$ cat src/rtl/pll_bringup_sequencer.sv
// ============================================================================
// Module   : pll_bringup_sequencer
// Purpose  : PLL bring-up sequencer. Pulses the PLL areset, qualifies the
//            synchronized locked conduit, and releases the core's active-low
//            reset only after a filtered lock plus a hold-off. Lock loss in
//            RUN restarts the sequence. Repeated lock timeouts end in a
//            sticky FAULT.
// Options  : PLL_LOSS_COUNT_EN - when defined, loss_count is an 8-bit
//            saturating count of RUN lock losses. Otherwise it reads 0.
// Revision : 1.0 - initial release
// ============================================================================
`default_nettype none

module pll_bringup_sequencer #(
    parameter int AR_CYCLES    = 16,
    parameter int LOCK_FILTER  = 8,
    parameter int LOCK_TIMEOUT = 65536,
    parameter int HOLD_CYCLES  = 256,
    parameter int MAX_RETRIES  = 3
) (
    input  logic                               clk_clk,
    input  logic                               reset_reset,
    input  logic                               pll_locked,
    input  logic                               relock_req,
    output logic                               pll_areset,
    output logic                               sys_reset_n,
    output logic                               ready,
    output logic                               fault,
    output logic [$clog2(MAX_RETRIES+1)-1:0]   retry_count,
    output logic [7:0]                         loss_count
);

    // One shared phase counter serves ARESET length, WAIT_LOCK timeout and
    // HOLD length; it is cleared on every state change, so it only has to
    // hold the largest of the three terminal values.
    localparam int CNT_MAX0 = (AR_CYCLES > HOLD_CYCLES) ? AR_CYCLES : HOLD_CYCLES;
    localparam int CNT_MAX  = (CNT_MAX0 > LOCK_TIMEOUT) ? CNT_MAX0 : LOCK_TIMEOUT;
    localparam int CNT_W    = $clog2(CNT_MAX + 1);
    localparam int FILT_W   = $clog2(LOCK_FILTER + 1);
    localparam int RETRY_W  = $clog2(MAX_RETRIES + 1);

    localparam logic [CNT_W-1:0]   C_AR_LAST   = CNT_W'(AR_CYCLES - 1);
    localparam logic [CNT_W-1:0]   C_TMO_LAST  = CNT_W'(LOCK_TIMEOUT - 1);
    localparam logic [CNT_W-1:0]   C_HOLD_LAST = CNT_W'(HOLD_CYCLES - 1);
    localparam logic [FILT_W-1:0]  C_FILT_DONE = FILT_W'(LOCK_FILTER);
    localparam logic [RETRY_W-1:0] C_RETRY_MAX = RETRY_W'(MAX_RETRIES);

    typedef enum logic [2:0] {
        ST_ARESET    = 3'd0,
        ST_WAIT_LOCK = 3'd1,
        ST_HOLD      = 3'd2,
        ST_RUN       = 3'd3,
        ST_FAULT     = 3'd4
    } state_t;

    state_t              state_q, state_d;
    logic [CNT_W-1:0]    cnt_q, cnt_d;
    logic [FILT_W-1:0]   filt_q, filt_d, filt_next;
    logic [RETRY_W-1:0]  retry_q, retry_d;
    logic                sync1_q, locked_s_q;
    logic                pll_areset_q, sys_reset_n_q, ready_q, fault_q;

    // Two-flop synchronizer for the asynchronous locked conduit.
    always_ff @(posedge clk_clk) begin
        if (reset_reset) begin
            sync1_q    <= 1'b0;
            locked_s_q <= 1'b0;
        end else begin
            sync1_q    <= pll_locked;
            locked_s_q <= sync1_q;
        end
    end

    // State, counters and registered outputs.
    always_ff @(posedge clk_clk) begin
        if (reset_reset) begin
            state_q       <= ST_ARESET;
            cnt_q         <= '0;
            filt_q        <= '0;
            retry_q       <= '0;
            pll_areset_q  <= 1'b1;
            sys_reset_n_q <= 1'b0;
            ready_q       <= 1'b0;
            fault_q       <= 1'b0;
        end else begin
            state_q       <= state_d;
            cnt_q         <= cnt_d;
            filt_q        <= filt_d;
            retry_q       <= retry_d;
            // Outputs decode the next state so they change on the same edge.
            pll_areset_q  <= (state_d == ST_ARESET) || (state_d == ST_FAULT);
            sys_reset_n_q <= (state_d == ST_RUN);
            ready_q       <= (state_d == ST_RUN);
            fault_q       <= (state_d == ST_FAULT);
        end
    end

    // Next-state logic; relock_req only matters in RUN and FAULT.
    always_comb begin
        state_d   = state_q;
        cnt_d     = cnt_q;
        filt_d    = filt_q;
        retry_d   = retry_q;
        filt_next = locked_s_q ? (filt_q + FILT_W'(1)) : '0;

        case (state_q)
            ST_ARESET: begin
                if (cnt_q == C_AR_LAST) begin
                    state_d = ST_WAIT_LOCK;
                    cnt_d   = '0;
                    filt_d  = '0;
                end else begin
                    cnt_d = cnt_q + CNT_W'(1);
                end
            end
            ST_WAIT_LOCK: begin
                // A qualified lock wins over a timeout landing on the same cycle.
                if (filt_next == C_FILT_DONE) begin
                    state_d = ST_HOLD;
                    cnt_d   = '0;
                    filt_d  = '0;
                end else if (cnt_q == C_TMO_LAST) begin
                    cnt_d  = '0;
                    filt_d = '0;
                    if (retry_q == C_RETRY_MAX) begin
                        state_d = ST_FAULT;
                    end else begin
                        retry_d = retry_q + RETRY_W'(1);
                        state_d = ST_ARESET;
                    end
                end else begin
                    cnt_d  = cnt_q + CNT_W'(1);
                    filt_d = filt_next;
                end
            end
            ST_HOLD: begin
                if (!locked_s_q) begin
                    state_d = ST_ARESET;
                    cnt_d   = '0;
                end else if (cnt_q == C_HOLD_LAST) begin
                    state_d = ST_RUN;
                    cnt_d   = '0;
                    retry_d = '0;
                end else begin
                    cnt_d = cnt_q + CNT_W'(1);
                end
            end
            ST_RUN: begin
                if (!locked_s_q || relock_req) begin
                    state_d = ST_ARESET;
                    cnt_d   = '0;
                end
            end
            ST_FAULT: begin
                if (relock_req) begin
                    state_d = ST_ARESET;
                    cnt_d   = '0;
                    retry_d = '0;
                end
            end
            default: begin
                state_d = ST_ARESET;
                cnt_d   = '0;
                filt_d  = '0;
            end
        endcase
    end

`ifdef PLL_LOSS_COUNT_EN
    logic       loss_evt;
    logic [7:0] loss_q;

    // Lock loss in RUN has priority over relock_req, so this is exactly the
    // RUN->ARESET edge caused by locked_s falling.
    assign loss_evt = (state_q == ST_RUN) && !locked_s_q;

    // Saturating lock-loss counter; only reset_reset clears it.
    always_ff @(posedge clk_clk) begin
        if (reset_reset) begin
            loss_q <= 8'd0;
        end else if (loss_evt && (loss_q != 8'hFF)) begin
            loss_q <= loss_q + 8'd1;
        end
    end

    assign loss_count = loss_q;
`else
    assign loss_count = 8'd0;
`endif

    assign pll_areset  = pll_areset_q;
    assign sys_reset_n = sys_reset_n_q;
    assign ready       = ready_q;
    assign fault       = fault_q;
    assign retry_count = retry_q;

endmodule

`default_nettype wire
$ cat config.mk
export PLATFORM = sky130hd
export DESIGN_NAME = pll_bringup_sequencer
export DESIGN_NICKNAME = d
export VERILOG_FILES = /design/src/rtl/pll_bringup_sequencer.sv
export SDC_FILE = /design/constraint.sdc
export NUM_CORES = 1
export LEC_CHECK = 0
export CELL_PAD_IN_SITES_DETAIL_PLACEMENT = 0
export CELL_PAD_IN_SITES_GLOBAL_PLACEMENT = 2
export CORE_MARGIN = 2
export CORE_UTILIZATION = 34
export DETAILED_ROUTE_END_ITERATION = 8
export PLACE_DENSITY_LB_ADDON = 0.08
export SYNTH_ARGS = -nofsm -noshare
export SYNTH_HDL_FRONTEND = slang
export SYNTH_SLANG_ARGS = --single-unit
$ cat constraint.sdc
create_clock -name clk_clk -period 3.24 [get_ports clk_clk]
set_clock_uncertainty 0.05 [all_clocks]
set_input_delay 0.486 -clock clk_clk [delete_from_list [all_inputs] [get_ports clk_clk]]
set_output_delay 0.486 -clock clk_clk [all_outputs]
set_load 0.01 [all_outputs]
==> impl_results.md <==
- Outcome: finished clean
- Starting DRT DRC Count: 98
- Share of the synthesized area in the top cell type: 0.357
- Routed Wire Length: about 4 mm
- Fin cells: between 200 and 300
- Net count, final: 217
- Synthesis-to-layout area growth: 11.4%
- Post-DR vias/cell: 5.28
- Share of cells above drive strength 1: 0.0966
- Seq/Total Area, Yosys: 0.357
- Final ANT Viol Nets: 0
- Fin crit period: 2.85 ns
- Worst rel slew slack: 0.514
- WS Path Type: register to register
- Warnings from Yosys: 0
- Inserted Clock Buffers: 5
- Root buffer cell: clkbuf_8
- Remaining global-route overflow: 0
- Gpl congestion: 0.863
- Largest net degree at the start of global routing: 20
- Post-synth EDFFs: 0
- DRT Pass-1 Iters: 4
- Startpoint types: register
- Initial antenna violation count: 0
- Crit share post-route: 0.880
- Max incr delay on CP: 0.47 ns
- Hold Vio Cnt, Final: 0
- DR WL/cell: between 10 and 15 um
- Chip width: 75.5 um
- Core area: ~0.005 mm2
- Area contributors post-synth: dfxtp_1 (36%), nor3_1 (4.6%), buf_4 (4.3%), ha_1 (3.6%), xor2_1 (3.5%)
- Maximum capacitance violations: 0
- Unrepaired setup endpoints after global routing: false
- CP cell instances: ha_1, nand3_1, nor2_1, and3_1, nand3_1, inv_1, ha_1, nor2_1, a21boi_2, nor4_4, buf_4, a2111oi_0
- Clock Sinks: 31
- DR DRC count: 0
- Worst-Margin Slew: 0.724 ns
- CTS max path bufs: 2
- Hold crit path type: register to register
- PD cells: 357 mW/mm2
- Req. time, crit path: 3.34 ns
- Post-CTS Hold Buffers: 0
- Setup TNS: 0 ns
- Die ar.: 0.00571 mm2
- Critical Path AT: 2.95 ns
- Fill cell count: 533
- Port bufs: 9
- Core Rows: 26
- Skew-Pair Late Insertion Delay: 0.28 ns
- GRT Total Usage: 0.153
- Final setup fails: 0
- Vias post-DR: around 1500
- VDD IR-drop max: 0.169 mV
- CTS tree: built
- Slowest-stage cell, CP: a21boi_2
- Endpoint class of the critical path: register
- Vias in the first global route: 1303
- Netlist cell types: 51
- Cell count after synthesis: slightly below 200
- Syn avg cell area: just under 9 um2
- N_diodes: 0
- Post-synth ARST share: 0
- Clk slew on worst S/H paths: roughly 0.06 ns
- Fmax: 0.351 GHz
- Max-slew violations: 0
- #FFs+latches synth: 31
- Most common cell in the netlist: dfxtp_1
- Post-CTS Setup Bufs: 0
- Number of instances in the placed design: about 270
- First-pass GRT wire length: 6.40 mm
- Ys flop type: dfxtp_1
- Post_cts resized: 0
- Leakage: between 0.6 and 0.7 nW
- Yosys top cell by area: dfxtp_1
- Mapped cell area: 0.00174 mm2
- Top cells by instance count after synthesis: dfxtp_1 (31), nor3_1 (16), nand2_1 (13), nor2_1 (13)
- Io pins: 18
- Initial Util: 0.347
- H-tree levels: 2
- CP max FO: 14
- Die H: ~76 um
- HPWL Detailed: 2.91 mm
kinds of logic after synthesis:
kind of cell / count (synthesis) / share of synthesized area
adder cells (fa/ha/maj): 5 / 0.0359
XOR/XNOR: 13 / 0.0654
buffers and inverters: 22 / 0.0690
AO/OA/AOI/OAI: 38 / 0.156
other: 1 / 0.00215
flip-flops: 31 / 0.357
AND/OR/NAND/NOR: 84 / 0.285
multiplexers: 5 / 0.0295
worst paths after layout:
check	start	to	slack, ns	cells past startpoint
worst min register to register	sync1_q	locked_s_q	0.39	1
worst min-delay path	sync1_q	locked_s_q	0.39	1
worst max-delay path	cnt_q[0]	cnt_q[15]	0.39	12
worst max register to register	cnt_q[0]	cnt_q[15]	0.39	12
critical path, delay by kind of cell, from the launching register on:
kind            cells  cell delay, ns
simple gates        6            0.86
compound gates      2            0.77
fa+ha+maj           2            0.42
flops               1            0.35
buf+inv             2            0.26
where the power goes:
part	switching, mW	total (mW)	internal [mW]
clock network	0.133	0.276	0.143
logic	0.0164	0.0256	0.00924
registers	0.00456	0.390	0.386
total	0.154	0.692	0.538
routing by layer:
layer / global-route usage / share of wire
met5: 0 / 0
met4: 0.0624 / 0.012
met1: 0.215 / 0.48
met3: 0.0357 / 0.049
met2: 0.227 / 0.46
layout by cell type (no fill, tap or decap), types with 3 or more instances in the layout:
cell	instances
a2111oi_0	3
a211oi_1	4
and4_1	3
nand4_1	3
buf_4	3
mux2i_1	4
xor2_1	7
nor3_1	16
ha_1	5
nor3b_1	3
clkbuf_8	5
and3_1	3
clkdlybuf4s50_1	9
nor2_1	13
nor2b_1	3
or2_2	4
a21oi_1	10
xnor2_1	6
dfxtp_1	31
conb_1	8
nand2_1	13
nand3_1	8
o21ai_0	5
inv_1	5
sequential cells by signal, indices dropped and copies added (netlist names):
signal,count
sync1_q,1
ready,1
locked_s_q,1
state_q,3
cnt_q,17
filt_q,4
retry_count,2
pll_areset,1
fault,1
through the flow:
step	utilization	worst slack (ns)	hold slack [ns]	power (mW)	instance area, um2
after floorplan	-	0.843	0.364	0.422	1770
after global placement	0.372	0.418	0.368	0.424	1870
after detailed placement	0.372	0.410	0.380	0.424	1870
after CTS	0.387	0.380	0.395	0.705	1940
after global routing	0.387	0.177	0.415	0.730	1940
final	0.387	0.390	0.391	0.692	1940
cell type report:
type	instances	area, um2	share of cell area
multi-input combinational	153	1030	0.529
sequential	31	621	0.320
timing repair buffer	12	113	0.0581
tap	70	87.6	0.0452
clock buffer	6	72.6	0.0374
inverter	5	18.8	0.00968
No activity file was read; power rests on OpenSTA's default activity.
